--- config.mk ---
export PLATFORM = sky130hd
export DESIGN_NAME = multicycle_adder_subtractor_flat
export DESIGN_NICKNAME = d
export VERILOG_FILES = /design/src/rtl/multicycle_adder_subtractor_if.sv /design/src/rtl/multicycle_adder_subtractor.sv /design/src/flat_wrapper.sv
export SDC_FILE = /design/constraint.sdc
export NUM_CORES = 1
export LEC_CHECK = 0
export CORE_UTILIZATION = 45
export DETAILED_ROUTE_END_ITERATION = 10
export MAX_ROUTING_LAYER = met4
export PLACE_DENSITY = 0.7
export REMOVE_ABC_BUFFERS = 1
export SYNTH_ARGS = -nofsm -noshare
export SYNTH_HDL_FRONTEND = slang
export SYNTH_SLANG_ARGS = --single-unit
--- constraint.sdc ---
create_clock -name clk -period 2.78 [get_ports clk]
set_input_delay 0.556 -clock clk [delete_from_list [all_inputs] [get_ports clk]]
set_output_delay 0.556 -clock clk [all_outputs]
set_load 0.03 [all_outputs]
--- src/rtl/multicycle_adder_subtractor_if.sv ---
// Operand/result bus for multicycle_adder_subtractor.
// Handshake: a transfer happens on a rising clk edge where valid && ready; the producer keeps its
// payload stable while valid is high and not yet accepted, and ready never depends on valid in the same cycle.
interface multicycle_adder_subtractor_if #(
   parameter int N = 32
);
   logic         in_valid;
   logic         in_ready;
   logic         in_sub;
   logic [N-1:0] in_a;
   logic [N-1:0] in_b;
   logic         out_valid;
   logic         out_ready;
   logic [N-1:0] out_s;
   logic         out_cout;
   logic         out_ovf;

   modport master (
      output in_valid, in_sub, in_a, in_b, out_ready,
      input  in_ready, out_valid, out_s, out_cout, out_ovf
   );

   modport slave (
      input  in_valid, in_sub, in_a, in_b, out_ready,
      output in_ready, out_valid, out_s, out_cout, out_ovf
   );
endinterface

--- src/rtl/multicycle_adder_subtractor.sv ---
// Chunk-serial adder/subtractor: CHUNK bits per cycle with a registered inter-chunk carry.
// Define ADDSUB_SATURATE_EN to clamp the result to the signed range when overflow is detected.
module multicycle_adder_subtractor #(
   parameter int N     = 32,
   parameter int CHUNK = 8
) (
   input  logic                           clk,
   input  logic                           rst,
   multicycle_adder_subtractor_if.slave   bus,
   output logic [1:0]                     state_dbg
);
   localparam int NCHUNKS = N / CHUNK;
   localparam int CW      = (NCHUNKS > 1) ? $clog2(NCHUNKS) : 1;

   if (N % CHUNK != 0) begin : g_bad_chunk
      $error("multicycle_adder_subtractor: N must be a multiple of CHUNK");
   end

   typedef enum logic [1:0] {
      IDLE = 2'd0,
      BUSY = 2'd1,
      DONE = 2'd2
   } state_t;

   state_t          state_q, state_d;
   logic [N-1:0]    a_q, bx_q, s_q;
   logic            sub_q, carry_q, cout_q, ovf_q;
   logic [CW-1:0]   cnt_q;

   logic            accept;
   logic            last_chunk;
   logic [CHUNK:0]  chunk_sum;
   logic [N+CHUNK-1:0] s_cat;
   logic [N-1:0]    s_next;
   logic            ovf_next;

   // Operands are shifted right each cycle so the active chunk always sits in the low bits;
   // on the last chunk those low bits hold the operand sign bits needed for overflow.
   always_comb begin
      accept     = (state_q == IDLE) && bus.in_valid;
      last_chunk = (cnt_q == CW'(NCHUNKS - 1));
      chunk_sum  = {1'b0, a_q[CHUNK-1:0]} + {1'b0, bx_q[CHUNK-1:0]} + {{CHUNK{1'b0}}, carry_q};
      s_cat      = {chunk_sum[CHUNK-1:0], s_q};
      ovf_next   = (a_q[CHUNK-1] == bx_q[CHUNK-1]) && (chunk_sum[CHUNK-1] != a_q[CHUNK-1]);
`ifdef ADDSUB_SATURATE_EN
      s_next = s_cat[N+CHUNK-1:CHUNK];
      if (last_chunk && ovf_next) begin
         s_next = a_q[CHUNK-1] ? {1'b1, {(N-1){1'b0}}} : {1'b0, {(N-1){1'b1}}};
      end
`else
      s_next = s_cat[N+CHUNK-1:CHUNK];
`endif
   end

   always_comb begin
      state_d = state_q;
      case (state_q)
         IDLE:    if (accept) state_d = BUSY;
         BUSY:    if (last_chunk) state_d = DONE;
         DONE:    if (bus.out_ready) state_d = IDLE;
         default: state_d = IDLE;
      endcase
   end

   always_ff @(posedge clk) begin
      if (rst) begin
         state_q <= IDLE;
      end else begin
         state_q <= state_d;
      end
   end

   always_ff @(posedge clk) begin
      if (rst) begin
         a_q     <= '0;
         bx_q    <= '0;
         s_q     <= '0;
         sub_q   <= 1'b0;
         carry_q <= 1'b0;
         cout_q  <= 1'b0;
         ovf_q   <= 1'b0;
         cnt_q   <= '0;
      end else begin
         case (state_q)
            IDLE: begin
               if (accept) begin
                  a_q     <= bus.in_a;
                  bx_q    <= bus.in_b ^ {N{bus.in_sub}};
                  sub_q   <= bus.in_sub;
                  carry_q <= bus.in_sub;
                  cnt_q   <= '0;
               end
            end
            BUSY: begin
               a_q     <= a_q >> CHUNK;
               bx_q    <= bx_q >> CHUNK;
               carry_q <= chunk_sum[CHUNK];
               cnt_q   <= cnt_q + CW'(1);
               s_q     <= s_next;
               if (last_chunk) begin
                  cout_q <= sub_q ^ chunk_sum[CHUNK];
                  ovf_q  <= ovf_next;
               end
            end
            default: begin
            end
         endcase
      end
   end

   assign bus.in_ready  = (state_q == IDLE);
   assign bus.out_valid = (state_q == DONE);
   assign bus.out_s     = s_q;
   assign bus.out_cout  = cout_q;
   assign bus.out_ovf   = ovf_q;
   assign state_dbg     = state_q;
endmodule
--- src/flat_wrapper.sv ---
// flat-port wrapper written by rule: the top's interface ports become plain ports
module multicycle_adder_subtractor_flat 
#(
   parameter int N     = 32,
   parameter int CHUNK = 8
)
  (clk, rst, state_dbg, bus_in_valid, bus_in_sub, bus_in_a, bus_in_b, bus_out_ready, bus_in_ready, bus_out_valid, bus_out_s, bus_out_cout, bus_out_ovf);
  multicycle_adder_subtractor_if #(.N(N)) bus_i ();
  input  logic clk;
  input  logic rst;
  output logic [1:0] state_dbg;
  input wire logic [$bits(bus_i.in_valid)-1:0] bus_in_valid;
  input wire logic [$bits(bus_i.in_sub)-1:0] bus_in_sub;
  input wire logic [$bits(bus_i.in_a)-1:0] bus_in_a;
  input wire logic [$bits(bus_i.in_b)-1:0] bus_in_b;
  input wire logic [$bits(bus_i.out_ready)-1:0] bus_out_ready;
  output wire logic [$bits(bus_i.in_ready)-1:0] bus_in_ready;
  output wire logic [$bits(bus_i.out_valid)-1:0] bus_out_valid;
  output wire logic [$bits(bus_i.out_s)-1:0] bus_out_s;
  output wire logic [$bits(bus_i.out_cout)-1:0] bus_out_cout;
  output wire logic [$bits(bus_i.out_ovf)-1:0] bus_out_ovf;
  assign bus_i.in_valid = bus_in_valid;
  assign bus_i.in_sub = bus_in_sub;
  assign bus_i.in_a = bus_in_a;
  assign bus_i.in_b = bus_in_b;
  assign bus_i.out_ready = bus_out_ready;
  assign bus_in_ready = bus_i.in_ready;
  assign bus_out_valid = bus_i.out_valid;
  assign bus_out_s = bus_i.out_s;
  assign bus_out_cout = bus_i.out_cout;
  assign bus_out_ovf = bus_i.out_ovf;
  multicycle_adder_subtractor #(.N(N), .CHUNK(CHUNK)) u_core (.clk(clk), .rst(rst), .bus(bus_i), .state_dbg(state_dbg));
endmodule
# Word-level counts from Yosys, hierarchy flattened
# Cells that the tools add are included.
[op_classes]
eq_ne = 8
n_div = 0
shifts = 0
n_mul = 0
bitwise_logic = 2
magnitude_cmp = 0
mux = 12
add_sub_neg = 3
reduce_logical = 8
[op_table]
columns = ["cell", "n"]
rows = [
  ["32-bit one-hot mux with 2 select lines", 2],
  ["32-bit two-way mux", 2],
  ["32-bit bitwise XOR", 1],
  ["8-bit by 8-bit adder with 9-bit output", 1],
  ["9-bit by 1-bit adder with 9-bit output", 1],
  ["2-bit two-way mux", 4],
  ["2-bit one-hot mux with 3 select lines", 1],
  ["2-bit AND reduction", 3],
  ["2-bit == test, second input constant", 2],
  ["2-bit by 1-bit != test with 1-bit output, second input constant", 2],
  ["2-bit one-hot mux with 2 select lines", 1],
  ["3-bit AND reduction", 1],
  ["2-bit by 1-bit adder with 2-bit output, second input constant", 1],
  ["2-bit by 1-bit == test with 1-bit output, second input constant", 1],
  ["1-bit logical AND", 2],
  ["2-bit zero test", 1],
  ["2-bit != test, second input constant", 1],
  ["1-bit one-hot mux with 2 select lines", 1],
  ["2-bit nonzero test", 1],
  ["1-bit == test", 1],
  ["1-bit two-way mux", 1],
  ["1-bit != test", 1],
  ["1-bit bitwise XOR", 1],
]
[totals]
inputBits = 69
romBits = 0
ramBits = 0
latch_bits = 0
mem_count = 0
elab_cells = 42
reg_bits = 104

# Longest topological paths before layout
[depth]
word_depth = 4
depth_mapped = 6

# Worst setup path after synthesis
# Ideal clock, no wire load.
[synth_path]
kind = "reg2reg"
from = "reg u_core.carry_q"
to = "reg u_core.cout_q (netlist: u_core.bus.out_cout)"
path_slack_ns = 0.676
stages_incl_launch_ff = 7
setup_time_ns = 0.079
path_buffers = 0
arrival_time_ns = 2.025
period_less_slack_ns = 2.104
required_ns = 2.701
cell_sequence = "dfxtp_1 -> fa_1 -> fa_1 -> a211oi_1 -> o211ai_1 -> a211o_1 -> o211ai_1"
[synth_between]
elab_chain_len = 2
[synth_lines]
columns = ["item", "line", "source"]
rows = [
  ["start, declared", "multicycle_adder_subtractor.sv:27", "logic sub_q, carry_q, cout_q, ovf_q;"],
  ["start signal, assigned", "multicycle_adder_subtractor.sv:90", "carry_q <= bus.in_sub;"],
  ["start signal, assigned", "multicycle_adder_subtractor.sv:97", "carry_q <= chunk_sum[CHUNK];"],
  ["9-bit by 1-bit adder with 9-bit output", "multicycle_adder_subtractor.sv:42", "chunk_sum = {1'b0, a_q[CHUNK-1:0]} + {1'b0, bx_q[CHUNK-1:0]} + {{CHUNK{1'b0}}, carry_q};"],
  ["1-bit bitwise XOR", "multicycle_adder_subtractor.sv:101", "cout_q <= sub_q ^ chunk_sum[CHUNK];"],
  ["end signal, assigned", "multicycle_adder_subtractor.sv:101", ""],
  ["end, declared", "multicycle_adder_subtractor.sv:27", ""],
]
# Every way passes these cells.
# A chain may end at the register's enable or synchronous reset.

# Worst setup path after layout
[layout_path]
from = "reg u_core.state_q[1] (netlist: u_core.state_dbg[1])"
to = "out bus_out_valid"
[layout_between]
elab_chain_len = 1
[layout_lines]
columns = ["item", "line", "source"]
rows = [
  ["start, declared", "multicycle_adder_subtractor.sv:25", "state_t state_q, state_d;"],
  ["start signal, assigned", "multicycle_adder_subtractor.sv:69", "state_q <= state_d;"],
  ["2-bit == test", "multicycle_adder_subtractor.sv:112", "assign bus.out_valid = (state_q == DONE);"],
  ["end, declared", "flat_wrapper.sv:18", "output wire logic [$bits(bus_i.out_valid)-1:0] bus_out_valid;"],
]
# Every way passes these cells.

==> implementation parameters <==
Parameter                              Value

Power and ir drop
  Switching Power ... 0.8852 mW
  Cell-internal power ... 2.175 mW
  Share of total power in combinational logic ... 0.193
  Leak ... 2.133 nW
  Share of total power in the clock network ... 0.268
  IR Drop Worst-Case VDD ... 0.2209 mV
  Sequential Power Share ... 0.539
  Switching Fraction ... 0.2893
  Total power density per cell area ... 517.4 nW/µm²

STA
  Worst-case headroom to the max-slew limit ... 0.4204
  Min setup slack post-route ... 466.8 ps
  Hold Fails Final Rpt ... 0
  Skew final ... 14.97 ps
  Max-slew violation total from the final report ... 0
  Actual slew at the worst max-slew pin ... 869.4 ps
  Final worst path period share ... 0.8321
  Setup repair after global routing missed its margin ... no
  Count of endpoints failing setup in the final report ... 0
  Tmin final ... 2313 ps
  Final TNS setup ... 0 ps
  Highest clock frequency the design can meet ... 432.3 MHz

Yosys
  Primary flip-flop cell chosen by synthesis mapping ... dfxtp_1
  Number of synthesized register bits ... 104
  Most common library cells after synthesis ... 145 x nand2_1, 104 x dfxtp_1, 74 x a21oi_1, 34 x nor2_1, 33 x xor2_1
  Combined area of all synthesized cells ... 4611 µm²
  Library cell occupying the most area in the post-synthesis netlist ... dfxtp_1
  Part of the Yosys area used for sequential elements ... 0.4516
  Average footprint of a synthesized cell ... 8.160 µm²
  Gate count of the mapped netlist ... 565
  Count of flip-flops with a built-in enable after synthesis ... 0
  Most instantiated library cell after synthesis ... nand2_1
  Post-synth ARST share ... 0
  Ys Warns ... 0
  Portion of synthesized cell area occupied by the leading cell type ... 0.4516
  Cells taking the most area after synthesis ... dfxtp_1 45%, nand2_1 12%, a21oi_1 8.0%, xor2_1 6.3%, a311oi_1 4.6%
  Cell variety after synth ... 36

Floorplan
  Count of pins on the block boundary ... 107
  Floorplan core area ... 9864 µm²
  Die ar. ... 10650 µm²
  Overall die height ... 103.2 µm
  Number of cell rows ... 36
  Chip width ... 103.2 µm
  Starting density of the core ... 0.4674

Clocking
  Setup Buffers After CTS ... 0
  Number of clock buffers inserted by TritonCTS ... 9
  Number of clock sinks ... 104
  Worst-case clock buffer depth ... 2
  CTS clk-pin slew, worst paths ... 90 ps
  TritonCTS clock tree ... done
  Clock latency on the worst-skew pair ... 360 ps
  Post_cts resized ... 0
  Hold buffer count at cts ... 0
  CTS H-Tree Depth ... 3
  Clock root cell ... clkbuf_8

Global routing
  Global-route total usage across every layer ... 0.2013
  Number of global-route vias before repair ... 3665
  Antenna violations before repair ... 0
  Largest net degree at the start of global routing ... 99
  Global-route congestion overflow total ... 0
  Wire length of the first global-routing pass ... 16440 µm

Outcome
  Outcome ... complete, no violations

Route
  Detailed-route DRC error count ... 0
  Routed Antenna Nets ... 0
  Average via count per standard cell ... 5.247
  Initial detailed-routing violation count ... 193
  Post-detailed-routing wire length ... 10160 µm
  Average routed wire per standard cell ... 13.00 µm
  Vias after detailed routing ... 4103
  First-pass iteration count of the detailed router ... 5

Min path
  Min-delay worst type ... flop to flop

Final layout
  Count of nets after finishing ... 724
  Area taken by multi-input logic gates ... 2346 µm²
  Total area of sequential cells ... 2082 µm²
  Number of fill cells ... 921
  Diode insertion count for antenna repair ... 0
  Share of cells above drive strength 1 ... 0.04931
  Non-filler instance count after layout ... 782
  Relative area change from synthesis to final layout ... 28.28%
  Utilization of the core after routing ... 0.5996

Worst setup path
  Largest fanout of any net on the critical path ... 6
  CP Class ... flop to output port
  Required time of the worst setup path ... 2220 ps
  CP max-delay cell ... clkdlybuf4s50_1
  Maximum single-stage delay on the critical path ... 690 ps
  Critical Path, Cell by Cell ... nor2b_1, clkdlybuf4s50_1
  Worst Setup Start Kind ... flop
  Worst Setup End Kind ... output port
  Register-to-Register Setup Slack ... 490 ps
  Worst EP arrival ... 1760 ps

Placement
  Final GP Congestion ... 0.8488
  Detailed placer's ending HPWL ... 6855 µm
  Pre-CTS worst setup slack ... 521.5 ps
  Instance count after placement with tap cells included ... 767
  Buffers added on ports ... 106

Flow run
  Number of max-cap violations ... 0
## layout by cell type (no fill, tap or decap), types with 2 or more instances in the layout
| cell type | n |
|---|---|
| a211oi_1 | 3 |
| a21o_1 | 2 |
| a21oi_1 | 74 |
| a22oi_1 | 24 |
| a311oi_1 | 24 |
| buf_12 | 2 |
| buf_4 | 9 |
| clkbuf_8 | 9 |
| clkdlybuf4s50_1 | 104 |
| clkinvlp_4 | 4 |
| dfxtp_1 | 104 |
| fa_1 | 2 |
| ha_1 | 8 |
| nand2_1 | 145 |
| nand2b_1 | 2 |
| nand3_1 | 17 |
| nand3b_1 | 8 |
| nand4b_1 | 2 |
| nor2_1 | 34 |
| nor3_1 | 2 |
| o211ai_1 | 8 |
| o21ai_0 | 7 |
| xnor2_1 | 4 |
| xor2_1 | 33 |
## stage by stage
| stage | power [mW] | hold slack, ps | area [µm²] |
|---|---|---|---|
| floorplan | 2.000 | 430.7 | 4410 |
| global placement | 2.263 | 440.7 | 5752 |
| detailed placement | 2.278 | 446.7 | 5752 |
| CTS | 3.087 | 459.0 | 5914 |
| global route | 3.228 | 476.8 | 5914 |
| finish | 3.060 | 457.9 | 5914 |
## area by class of cell
cell class	count	share of cell area
tap	133	0.02814
sequential	104	0.3520
clock buffer	10	0.02158
inverter	1	0.0006347
timing repair buffer	116	0.1951
multi-input combinational	413	0.3967
clock inverter	5	0.005923
## power by group through the flow
stage	combinational, mW	clock (mW)	sequential, mW
finish	0.591	0.819	1.65
global route	0.655	0.911	1.66
CTS	0.595	0.841	1.65
detailed placement	0.593	0	1.68
global placement	0.583	0	1.68
floorplan	0.306	0	1.69
## sequential cells by signal, summed over array words and instances, names as in the netlist
register,count
u_core.bx_q,32
u_core.state_dbg,2
u_core.a_q,32
u_core.cnt_q,2
u_core.carry_q,1
u_core.bus.out_s,32
u_core.bus.out_ovf,1
u_core.sub_q,1
u_core.bus.out_cout,1
## logic make-up (layout without fill, tap and decap cells)
kind of cell,count (synthesis),count (layout),share of synthesized area
xor gates and xnor gates,37,37,0.07028
buffers and inverters,48,132,0.04423
adders and majority gates,10,10,0.03039
and+or+nand+nor,219,219,0.2003
AOI/OAI and AO/OA,147,147,0.2033
DFF,104,104,0.4516
## routing by layer
metal | vias up | track usage | wire length [µm]
met5 | - | - | 0
li1 | 2102 | - | -
met2 | 125 | 0.3221 | 4758
met3 | 11 | 0.03629 | 467
met1 | 1865 | 0.2580 | 4796
met4 | 0 | 0.06609 | 141
## critical path, delay by kind of cell (launching register included)
| kind | cells | cell delay (ps) |
|---|---|---|
| buffers and inverters | 1 | 690 |
| DFF | 1 | 500 |
| and+or+nand+nor | 1 | 220 |
## final timing paths
| kind | startpoint | to | cells past startpoint |
|---|---|---|---|
| max | u_core.state_dbg[1] | bus_out_valid | 2 |
| min | u_core.bus.out_s[2] | u_core.bus.out_s[2] | 2 |
| max reg2reg | u_core.carry_q | u_core.bus.out_cout | 6 |
| min reg2reg | u_core.bus.out_s[2] | u_core.bus.out_s[2] | 2 |
Note: power is estimated with default switching activity, not from simulation.
